`src/rtl/inv_subword_seq.sv`:
```
// Byte-serial AES inverse S-box engine: one InvSubBytes byte per cycle over a
// captured word. The field inversion runs in the tower GF(((2^2)^2)^2). The
// basis-change matrices to and from that tower are derived at elaboration
// from a root of the AES reduction polynomial.
module inv_subword_seq #(
  parameter int unsigned NUM_BYTES = 4
) (
  input  logic                   clk,
  input  logic                   reset,
  input  logic                   in_valid,
  output logic                   in_ready,
  input  logic [8*NUM_BYTES-1:0] in_word,
  output logic                   out_valid,
  input  logic                   out_ready,
  output logic [8*NUM_BYTES-1:0] out_word,
  output logic                   busy
);

  localparam int unsigned CNT_W = (NUM_BYTES > 1) ? $clog2(NUM_BYTES) : 1;
  localparam logic [CNT_W-1:0] CNT_LAST = CNT_W'(NUM_BYTES - 1);
  // z^2 = z + LAMBDA over GF(16); LAMBDA = w*y has absolute trace 1
  localparam logic [3:0] LAMBDA = 4'b1000;

  typedef enum logic [1:0] {IDLE = 2'd0, PROC = 2'd1, DONE = 2'd2} state_t;

  // GF(4) with w^2 = w + 1, element {a1,a0} = a1*w + a0
  function automatic logic [1:0] gf4_mul(input logic [1:0] a, input logic [1:0] b);
    return {(a[1] & b[1]) ^ (a[1] & b[0]) ^ (a[0] & b[1]), (a[1] & b[1]) ^ (a[0] & b[0])};
  endfunction

  // In GF(4) the inverse is the square; zero stays zero
  function automatic logic [1:0] gf4_inv(input logic [1:0] a);
    return {a[1], a[1] ^ a[0]};
  endfunction

  // Multiply by N = w, the GF(16) extension constant
  function automatic logic [1:0] gf4_mul_n(input logic [1:0] a);
    return {a[1] ^ a[0], a[1]};
  endfunction

  // GF(16) = GF(4)[y], y^2 = y + N
  function automatic logic [3:0] gf16_mul(input logic [3:0] a, input logic [3:0] b);
    logic [1:0] hh;
    hh = gf4_mul(a[3:2], b[3:2]);
    return {hh ^ gf4_mul(a[3:2], b[1:0]) ^ gf4_mul(a[1:0], b[3:2]),
            gf4_mul_n(hh) ^ gf4_mul(a[1:0], b[1:0])};
  endfunction

  // GF(16) subfield inversion via the GF(4) norm
  function automatic logic [3:0] gf16_inv(input logic [3:0] a);
    logic [1:0] d, di;
    d  = gf4_mul_n(gf4_mul(a[3:2], a[3:2])) ^ gf4_mul(a[3:2], a[1:0]) ^ gf4_mul(a[1:0], a[1:0]);
    di = gf4_inv(d);
    return {gf4_mul(a[3:2], di), gf4_mul(a[3:2] ^ a[1:0], di)};
  endfunction

  // GF(256) = GF(16)[z], z^2 = z + LAMBDA
  function automatic logic [7:0] gf256_mul(input logic [7:0] a, input logic [7:0] b);
    logic [3:0] hh;
    hh = gf16_mul(a[7:4], b[7:4]);
    return {hh ^ gf16_mul(a[7:4], b[3:0]) ^ gf16_mul(a[3:0], b[7:4]),
            gf16_mul(hh, LAMBDA) ^ gf16_mul(a[3:0], b[3:0])};
  endfunction

  // Tower-field inversion via the GF(16) norm; zero maps to zero
  function automatic logic [7:0] gf256_inv(input logic [7:0] a);
    logic [3:0] d, di;
    d  = gf16_mul(gf16_mul(a[7:4], a[7:4]), LAMBDA) ^ gf16_mul(a[7:4], a[3:0])
       ^ gf16_mul(a[3:0], a[3:0]);
    di = gf16_inv(d);
    return {gf16_mul(a[7:4], di), gf16_mul(a[7:4] ^ a[3:0], di)};
  endfunction

  // Linear map: column i (bits 8i+7:8i) is the image of input bit i
  function automatic logic [7:0] gf_map(input logic [63:0] m, input logic [7:0] x);
    logic [7:0] acc;
    acc = 8'h00;
    for (int i = 0; i < 8; i++) begin
      if (x[i]) acc ^= m[8*i +: 8];
    end
    return acc;
  endfunction

  // AES basis -> tower basis: x maps to a tower root r of x^8+x^4+x^3+x+1
  function automatic logic [63:0] build_a2t();
    logic [7:0]  root, pw, acc;
    logic [63:0] m;
    root = 8'h00;
    m    = '0;
    for (int c = 2; c < 256; c++) begin
      pw  = 8'h01;
      acc = 8'h01;
      for (int i = 1; i <= 8; i++) begin
        pw = gf256_mul(pw, 8'(c));
        if (i == 1 || i == 3 || i == 4 || i == 8) acc ^= pw;
      end
      if (acc == 8'h00 && root == 8'h00) root = 8'(c);
    end
    pw = 8'h01;
    for (int i = 0; i < 8; i++) begin
      m[8*i +: 8] = pw;
      pw = gf256_mul(pw, root);
    end
    return m;
  endfunction

  // Tower basis -> AES basis: inverse of the forward map, found column by column
  function automatic logic [63:0] build_t2a(input logic [63:0] a2t);
    logic [63:0] m;
    m = '0;
    for (int j = 0; j < 8; j++) begin
      for (int c = 0; c < 256; c++) begin
        if (gf_map(a2t, 8'(c)) == 8'(1 << j)) m[8*j +: 8] = 8'(c);
      end
    end
    return m;
  endfunction

  localparam logic [63:0] A2T = build_a2t();
  localparam logic [63:0] T2A = build_t2a(A2T);

  // Inverse affine: b = rotl(s,1) ^ rotl(s,3) ^ rotl(s,6) ^ 0x05
  function automatic logic [7:0] inv_affine(input logic [7:0] s);
    return {s[6:0], s[7]} ^ {s[4:0], s[7:5]} ^ {s[1:0], s[7:2]} ^ 8'h05;
  endfunction

  function automatic logic [7:0] inv_sbox(input logic [7:0] b);
    return gf_map(T2A, gf256_inv(gf_map(A2T, inv_affine(b))));
  endfunction

  state_t                       state, state_nxt;
  logic [CNT_W-1:0]             cnt;
  logic [NUM_BYTES-1:0][7:0]    in_q;
  logic [NUM_BYTES-1:0][7:0]    out_q;
  logic                         accept;
  logic [7:0]                   byte_in, byte_out;

  assign out_word = out_q;

  // State register
  always_ff @(posedge clk or posedge reset) begin
    if (reset) state <= IDLE;
    else       state <= state_nxt;
  end

  // Next-state logic
  always_comb begin
    state_nxt = state;
    unique case (state)
      IDLE:    if (accept) state_nxt = PROC;
      PROC:    if (cnt == CNT_LAST) state_nxt = DONE;
      DONE:    if (out_ready) state_nxt = accept ? PROC : IDLE;
      default: state_nxt = IDLE;
    endcase
  end

  // Handshake outputs; in_ready is held low while reset is asserted
  always_comb begin
    in_ready = 1'b0;
    if (!reset) in_ready = (state == IDLE) || (state == DONE && out_ready);
    accept = in_valid && in_ready;
  end

  // Combinational inverse S-box on the byte selected by cnt
  always_comb begin
    byte_in  = in_q[cnt];
    byte_out = inv_sbox(byte_in);
  end

  // Word capture, byte write-back and byte counter
  always_ff @(posedge clk or posedge reset) begin
    if (reset) begin
      in_q  <= '0;
      out_q <= '0;
      cnt   <= '0;
    end else if (accept) begin
      in_q <= in_word;
      cnt  <= '0;
    end else if (state == PROC) begin
      out_q[cnt] <= byte_out;
      cnt        <= (cnt == CNT_LAST) ? '0 : cnt + CNT_W'(1);
    end
  end

  // Registered status flags decoded from the upcoming state
  always_ff @(posedge clk or posedge reset) begin
    if (reset) begin
      out_valid <= 1'b0;
      busy      <= 1'b0;
    end else begin
      out_valid <= (state_nxt == DONE);
      busy      <= (state_nxt == PROC);
    end
  end

endmodule

```
`config.mk`:
```
export PLATFORM = sky130hd
export DESIGN_NAME = inv_subword_seq
export DESIGN_NICKNAME = d
export VERILOG_FILES = /design/src/rtl/inv_subword_seq.sv
export SDC_FILE = /design/constraint.sdc
export NUM_CORES = 1
export LEC_CHECK = 0
export ABC_AREA = 1
export BUFFER_PORTS_ARGS = -buffer_cell sky130_fd_sc_hd__buf_2
export CORE_MARGIN = 3
export CORE_UTILIZATION = 64
export CTS_CLUSTER_SIZE = 28
export DETAILED_ROUTE_END_ITERATION = 10
export PLACE_DENSITY = 0.87
export SLEW_MARGIN = 20
export SYNTH_ARGS = -nofsm -noshare
export SYNTH_HDL_FRONTEND = slang
export SYNTH_SLANG_ARGS = --single-unit
```
`constraint.sdc`:
```
create_clock -name clk -period 8.3 [get_ports clk]
set_input_delay 0 -clock clk [delete_from_list [all_inputs] [get_ports clk]]
set_output_delay 0 -clock clk [all_outputs]
set_load 0.005 [all_outputs]
```
---- After elaboration in Yosys (flattened, before gate mapping) ----
Index checks and enable logic that the tools add are counted.
cells by class
  bitwise logic cells ..................... 197
  equality and inequality tests ........... 5
  $add $sub $neg .......................... 1
  reduce and logical (&&, ||, !) cells .... 7
  mux-type cells .......................... 30
  $lt $le $gt $ge ......................... 2
operator list
  operator             count
  $xor 1x1->1          83
  $and 1x1->1          74
  $mux 8               9
  $mux 7               6
  $xor 2x2->2          19
  $bwmux 32            1
  $not 4->4            5
  $bmux 8 s2           1
  $demux 8 s2          1
  $xor 8x8->8          2
  $mux 2               7
  $not 6->6            2
  $xor 4x4->4          3
  $not 3->3            3
  $not 7->7            1
  $eq 2x2->1 const B   3
  $not 2->2            3
  $pmux 2 s3           1
  $not 1->5 const A    1
  $eq 2x1->1 const B   2
  $mux 1               4
  $logic_and 1x1->1    3
  $lt 2x3->1 const B   1
  $add 2x1->2 const B  1
  other kinds (6)      6
word-level totals
  output and inout bits ................... 35
  flip-flop bits (word level) ............. 70
  logic and storage cells ................. 254

---- Longest topological paths before layout ----
Gate-level depths: netlist of run 1.
  depth in word-level cells ............... 59
  mapped depth ............................ 52
  gate-level depth less buffers ........... 48

---- Least setup slack after synthesis of run 1 ----
OpenSTA, ideal clock, no wires.
  path kind ............................... reg-to-reg
  from .................................... reg cnt[0]
  to ...................................... reg out_q (netlist bit out_word[24])
  data required time ...................... 8.183 ns
  stages on the path, launching flop included .. 51
  path buffers ............................ 3
  path slack .............................. 3.342 ns
  period minus slack after synthesis ...... 4.958 ns
  data arrival time ....................... 4.842 ns
  cells stage by stage .................... dfrtp_1 > buf_6 > inv_4 > buf_8 > nand2_1 > nand2_1 > nand2_1 > nand2_2 > clkinv_1 > nand3_1 > nand2_2 > inv_2 > nand2_1 > nand3_2 > nand2_4 > nand2_4 > nand2_4 > buf_8 > [15 not listed] > nand3_1 > nand2_4 > nand3_4 > nand3_1 > nand2_2 > nand2_4 > inv_4 > nand2_2 > nand2_1 > nand3b_1 > nand2_2 > inv_2 > nand2_2 > nand2_4 > nand2_2 > nand2_2 > nand2_1 > nand2_1
on the way
  cells in the longest elaborated chain, start to end .. 52
RTL lines
  item                           line  text
  start, declared                132   logic [CNT_W-1:0] cnt;
  start signal, assigned         181   cnt <= (cnt == CNT_LAST) ? '0 : cnt + CNT_W'(1);
  $bmux 8 s2                     166   byte_in = in_q[cnt];
  $mux 8 (not written as such)   166
  $xor 8x8->8 (2 in a row)       124   return {s[6:0], s[7]} ^ {s[4:0], s[7:5]} ^ {s[1:0], s[7:2]} ^ 8'h05;
  $mux 7                         79    if (x[i]) acc ^= m[8*i +: 8];
  $not 4->4 (no line)            -
  $mux 7                         79
  $not 4->4 (no line)            -
  $mux 7                         79
  [35 not listed]                -
  $mux 8                         79
  $not 6->6 (no line)            -
  $mux 8                         79
  $not 2->2 (no line)            -
  $mux 2                         79
  $not 7->7 (no line)            -
  $mux 8                         79
  $bwmux 32 *                    180   out_q[cnt] <= byte_out;
  end signal, assigned by index  180
  end, declared                  134   logic [NUM_BYTES-1:0][7:0] out_q;
Mark *: on every way between the ends. The rest lies on a longest branch, timed or not. The select of a mux whose other input is x is not followed.
A chain may end at the register's enable or synchronous reset.

---- Worst setup path in the final report of run 1 ----
  from .................................... reg cnt[0]
  to ...................................... reg out_q (netlist bit out_word[26])
on the way
  cells in the longest elaborated chain, start to end .. 50
RTL lines
  item                          line
  $bmux 8 s2                    166
  $mux 8 (not written as such)  166
  $xor 8x8->8 (2 in a row)      124
  $mux 7                        79
  $not 4->4 (no line)           -
  $mux 7                        79
  $not 4->4 (no line)           -
  $mux 7                        79
  [32 not listed]               -
  $not 4->4 (no line)           -
  $mux 7                        79
  $mux 8 (2 in a row)           79
  $not 6->6 (no line)           -
  $mux 8                        79
  $not 7->7 (no line)           -
  $mux 8                        79
  $bwmux 32 *                   180
Marks and branches as above.

==> impl_metrics.yaml, run 1 <==
sta:
  fin_skew_ps: 15.94
  worst_pin_slew_ps: 1001
  hold_viol: 0
  timing.hold.ws_ps: 246.7
  period_share_pct: 79.41
  slew_violations: 0
  relSlewSlack_pct: 33.03
  finalSetupTns_ps: 0
  min_period_ps: 6591
  rsz0062_at_grt: "no"
  setup_viol: 0
  fmax_mhz: 151.7
placement:
  port_buffers: 70
  dp_hpwl_mm: 11.32
  place_congestion: 0.9765
  dpl-instance-area_um2: 6135
critical_path:
  rr_worst_depth: 38
  critical_path_class: "reg2reg"
  cp-end-kind: "flip-flop"
  path_max_fanout: 22
  r2r_start: "cnt[0]"
  cp-start-kind: "flip-flop"
  worstPathRequired_ps: 8600
  rr_endpoint: "out_word[26]"
  arrival_ps: 6890
  critical-path-max-stage-delay_ps: 840
  path_common_cell: "nand2_1"
  slowest_stage: "dfrtp_1"
  rrSetupSlack_ps: 1710
clock_tree:
  cts-root-buf: "clkbuf_8"
  cts_sinks: 70
  ctsHtreeMaxLevel: 3
  cts_tree: "yes"
  cts.clk_slew.worst_paths_ps: 90
  numCtsBuffers: 9
  clock_latency_ps: 370
  clock_path_buffers: 2
  cts_resized: 0
finish:
  num_antenna_cells: 0
  mostFrequentLayoutCells: "387 x nand2_1, 118 x nand3_1, 70 x dfrtp_1, 70 x buf_2, 54 x inv_1"
  fillers: 550
  design_area_um2: 6688
  drive_gt1_share_pct: 22.36
  areaGrowthSynthToFinish_pct: 16.07
  multiInputGateArea_um2: 3610
  final_common_cell: "nand2_1"
  area.sequential_um2: 1752
  nets: 997
  utilization_pct: 79.01
detailed_routing:
  vias: 6396
  drc_errors: 0
  drt_first_pass_iters: 5
  avgRoutedWirePerCell_um: 16.87
  drtIter0Drc: 547
  wirelength_mm: 17.91
  via_per_inst: 6.023
  final_antenna_net_count: 0
synth:
  syn-num-nets: 897
  postSynthCellCount: 852
  avgSynthCellArea_um2: 6.763
  seq_area_frac_synth_pct: 30.40
  synth_area_um2: 5762
  synth.distinct_cells: 39
  ys_ff_latch: 70
  yosys_warnings: 0
grt:
  overflow: 0
  track_usage_pct: 35.94
  grt_antenna_before_repair: 0
  grt_pass1_vias: 6089
  grt_max_degree: 71
  grt_pass1_wl_mm: 29.14
hold_path:
  hold_path.class: "in2reg"
  hold_path_depth: 4
  worstHoldEndpoint: "busy"
  hp-start: "in_valid"
floorplanning:
  die_y_um: 100.9
  core_um2: 8464
  fp.dieArea_um2: 10180
  fp-row-count: 33
  die_w_um: 100.9
  initial_core_util_pct: 68.07
  num_io_pins: 71
job:
  drv_cap: 0
outcome:
  outcome: "finished clean"
[Yosys cell counts, drive strengths merged]
| cell | number | area, um^2 |
|---|---|---|
| a21oi | 7 | 38.79 |
| buf | 9 | 93.84 |
| clkbuf | 8 | 30.03 |
| clkinv | 1 | 3.750 |
| dfrtp | 70 | 1752 |
| ha | 9 | 112.6 |
| inv | 70 | 272.8 |
| mux2 | 28 | 315.3 |
| nand2 | 444 | 1883 |
| nand3 | 130 | 733.2 |
| nand3b | 2 | 15.01 |
| nand4 | 7 | 56.30 |
| nor2 | 24 | 107.6 |
| nor3 | 1 | 5.000 |
| o211ai | 4 | 43.79 |
| o21ai | 16 | 83.83 |
| o21bai | 1 | 18.77 |
| o31ai | 2 | 15.01 |
| xnor2 | 7 | 68.82 |
| xor2 | 12 | 112.6 |
[final cells by class]
| class | instances | share of cell area, % |
|---|---|---|
| clock inverter | 6 | 1.123 |
| inverter | 71 | 4.135 |
| timing repair buffer | 106 | 10.55 |
| multi-input combinational | 694 | 53.98 |
| clock buffer | 10 | 2.058 |
| sequential | 70 | 26.19 |
| tap | 105 | 1.964 |
[per-stage QoR]
step                std cells  setup WS (ps)
global placement         1012           2463
detailed placement       1012           2097
CTS                      1062           2049
global route             1062           1309
finish                   1062           1709
floorplan                 852           3342
[metal layers]
| layer | share of wire [%] | vias to the layer above | GRT usage [%] |
|---|---|---|---|
| met5 | 0 | - | 0 |
| met4 | 5.6 | 0 | 17.93 |
| met3 | 9.0 | 110 | 6.021 |
| met2 | 49 | 462 | 62.68 |
| met1 | 37 | 2908 | 42.48 |
| li1 | - | 2916 | - |
[worst max-delay path by stage]
stage | start | endpoint | cells after the start
4_1_cts | cnt[0] | out_word[7] | 40
3_5_place_dp | cnt[0] | out_word[15] | 40
5_1_grt | cnt[0] | out_word[26] | 38
6_report | cnt[0] | out_word[26] | 38
3_3_place_gp | cnt[0] | out_word[8] | 46
2_1_floorplan | cnt[0] | out_word[24] | 50
[cells by family (layout without fill, tap and decap cells)]
logic type / count (synthesis) / after routing / share of synthesized area, %
XOR/XNOR: 19 / 19 / 3.149
adder cells (fa/ha/maj): 9 / 9 / 1.954
flip-flops: 70 / 70 / 30.40
AND/OR/NAND/NOR: 608 / 608 / 48.60
buffers and inverters: 88 / 193 / 6.949
AO/OA/AOI/OAI: 30 / 30 / 3.474
multiplexers: 28 / 28 / 5.472
[sequential cells by signal, indices dropped and copies added, names as in the netlist]
signal / cells
out_word: 32
in_q: 32
busy: 1
cnt: 2
out_valid: 1
state: 2
[critical path: cells and delay by family (launching register included)]
kind                       cells  cell delay, ps
DFF                            1             840
xor gates and xnor gates       4            1470
buffers and inverters          4             530
adders and majority gates      2             620
and+or+nand+nor               28            3040
[timing repair]
item | CTS | global route
hold buffers | 34 | 0
setup buffers | 0 | 0
endpoints found under the hold margin | 104 | 0
Power of run 1 is not shown: default switching activity piles up to over one toggle a cycle in this logic, so the estimate is an artifact.
==> run 2, diff against run 1 <==
- CORE_UTILIZATION: 64 -> 54
- PLACE_DENSITY: 0.87 -> 0.78
- clock period: 8.3 -> 5.6 ns (I/O delays scaled with it)
==> impl_metrics.yaml, run 2 (synthesis results as in run 1) <==
outcome:
  outcome: "finished clean"
critical_path:
  critical_path.n_buffers_inverters: 6
  cp-start-kind: "flip-flop"
  rrSetupSlack_ps: 350
  critical_path_class: "reg2reg"
  path_max_fanout: 9
  cp.depth: 47
  cp-startpoint: "cnt[0]"
  worstPathRequired_ps: 5840
  slowest_stage: "dfrtp_2"
  crit_family: "simple AND/OR/NAND/NOR gates"
  path_common_cell: "nand2_1"
  cp-end-kind: "flip-flop"
  critical-path-max-stage-delay_ps: 510
  rr_endpoint: "out_word[19]"
  rr_worst_depth: 47
  crit_end: "out_word[19]"
  r2r_start: "cnt[0]"
  arrival_ps: 5490
grt:
  track_usage_pct: 25.56
  grt_pass1_vias: 5425
  overflow: 0
  grt_max_degree: 71
  grt_pass1_wl_mm: 24.67
  grt_antenna_before_repair: 0
clock_tree:
  cts-root-buf: "clkbuf_8"
  clock_path_buffers: 2
  numCtsBuffers: 9
  cts.clk_slew.worst_paths_ps: 70
  clock_latency_ps: 340
  cts_sinks: 70
  ctsHtreeMaxLevel: 3
  cts_tree: "yes"
finish:
  num_antenna_cells: 0
  fillers: 826
  areaGrowthSynthToFinish_pct: 25.30
  utilization_pct: 69.62
  drive_gt1_share_pct: 29.69
  nets: 1039
  mostFrequentLayoutCells: "362 x nand2_1, 112 x nand3_1, 71 x buf_2, 69 x dfrtp_1, 67 x nand2_2"
  final_common_cell: "nand2_1"
placement:
  dp_hpwl_mm: 10.41
  port_buffers: 70
  place_congestion: 0.8592
sta:
  slew_violations: 0
  fin_skew_ps: 8.268
  period_share_pct: 93.81
  fmax_mhz: 190.4
  setup_viol: 0
  relSlewSlack_pct: 42.24
  hold_viol: 0
  worst_pin_slew_ps: 866.3
  min_period_ps: 5253
floorplanning:
  core_um2: 10370
  fp.dieArea_um2: 11950
  die_w_um: 109.3
  die_y_um: 109.3
  initial_core_util_pct: 55.56
  fp-row-count: 37
  num_io_pins: 71
detailed_routing:
  final_antenna_net_count: 0
  drt_first_pass_iters: 6
  drtIter0Drc: 372
  drc_errors: 0
  wirelength_mm: 15.59
  avgRoutedWirePerCell_um: 13.76
  via_per_inst: 5.280
  vias: 5982
hold_path:
  hold_path.class: "in2reg"
job:
  drv_cap: 0
-- run 2: cell types whose count changed in the layout (fill, tap and decap cells not counted), sizes merged, moves of 2 or more --
cell and delta:
buf +38, clkinv +5, inv -3, nand2 +2
-- run 2: area by class of cell --
| cell class | instances | area (um^2) | share of cell area, % |
|---|---|---|---|
| well taps | 136 | 170.2 | 2.357 |
| repair inverters | 1 | 8.758 | 0.1213 |
| clock buffers | 9 | 123.9 | 1.716 |
| repair buffers | 144 | 1003 | 13.90 |
| clock inverters | 5 | 28.78 | 0.3986 |
| inverters | 71 | 286.5 | 3.969 |
| multi-input cells | 697 | 3845 | 53.26 |
| flip-flops and latches | 70 | 1753 | 24.28 |
-- run 2: worst min path at each step --
stage                   start   endpoint  slack (ps)  cells past startpoint
floorplan               reset   in_ready          40                      1
global placement    out_ready  out_valid         220                      2
detailed placement  out_ready  out_valid         220                      2
CTS                  in_valid   state[0]         220                      4
global route         in_valid   state[0]         300                      4
finish               in_valid   state[0]         280                      4
-- run 2: worst reg2reg max path, delay by kind of cell (launching register included) --
kind,cells,cell delay (ps)
AND/OR/NAND/NOR,37,3240
buffers and inverters,6,630
flip-flops,1,510
adder cells (fa/ha/maj),2,390
XOR/XNOR,2,390
-- run 2: per-layer routing --
metal  GRT usage [%]  vias to the layer above  wire length [um]
li1                -                     3001                 -
met1           34.15                     2732              6829
met2           42.85                      211              7562
met3           4.463                       38               869
met4           7.124                        0               331
met5               0                        -                 0
-- run 2: metrics by stage --
step / instance area, um^2 / std cells / hold slack (ps) / setup slack, ps / TNS [ps]
2_1_floorplan: 5762 / 852 / 41.64 / 641.5 / 0
3_3_place_gp: 6226 / 1050 / 216.3 / 323.2 / 0
3_5_place_dp: 6226 / 1050 / 216.8 / 179.6 / 0
4_1_cts: 6719 / 1098 / 220.7 / 173.3 / 0
5_1_grt: 7219 / 1133 / 302.1 / -170.3 / -3121
6_report: 7219 / 1133 / 278.9 / 346.8 / 0
-- run 2: what timing repair did --
item                                    in CTS  in global routing
resized for setup                            0                 59
setup buffers                                0                 29
endpoints found under the setup margin       0                 32
hold buffers                                34                  0
hold endpoints to repair                   104                  0
Power of run 2 is left out for the same reason.
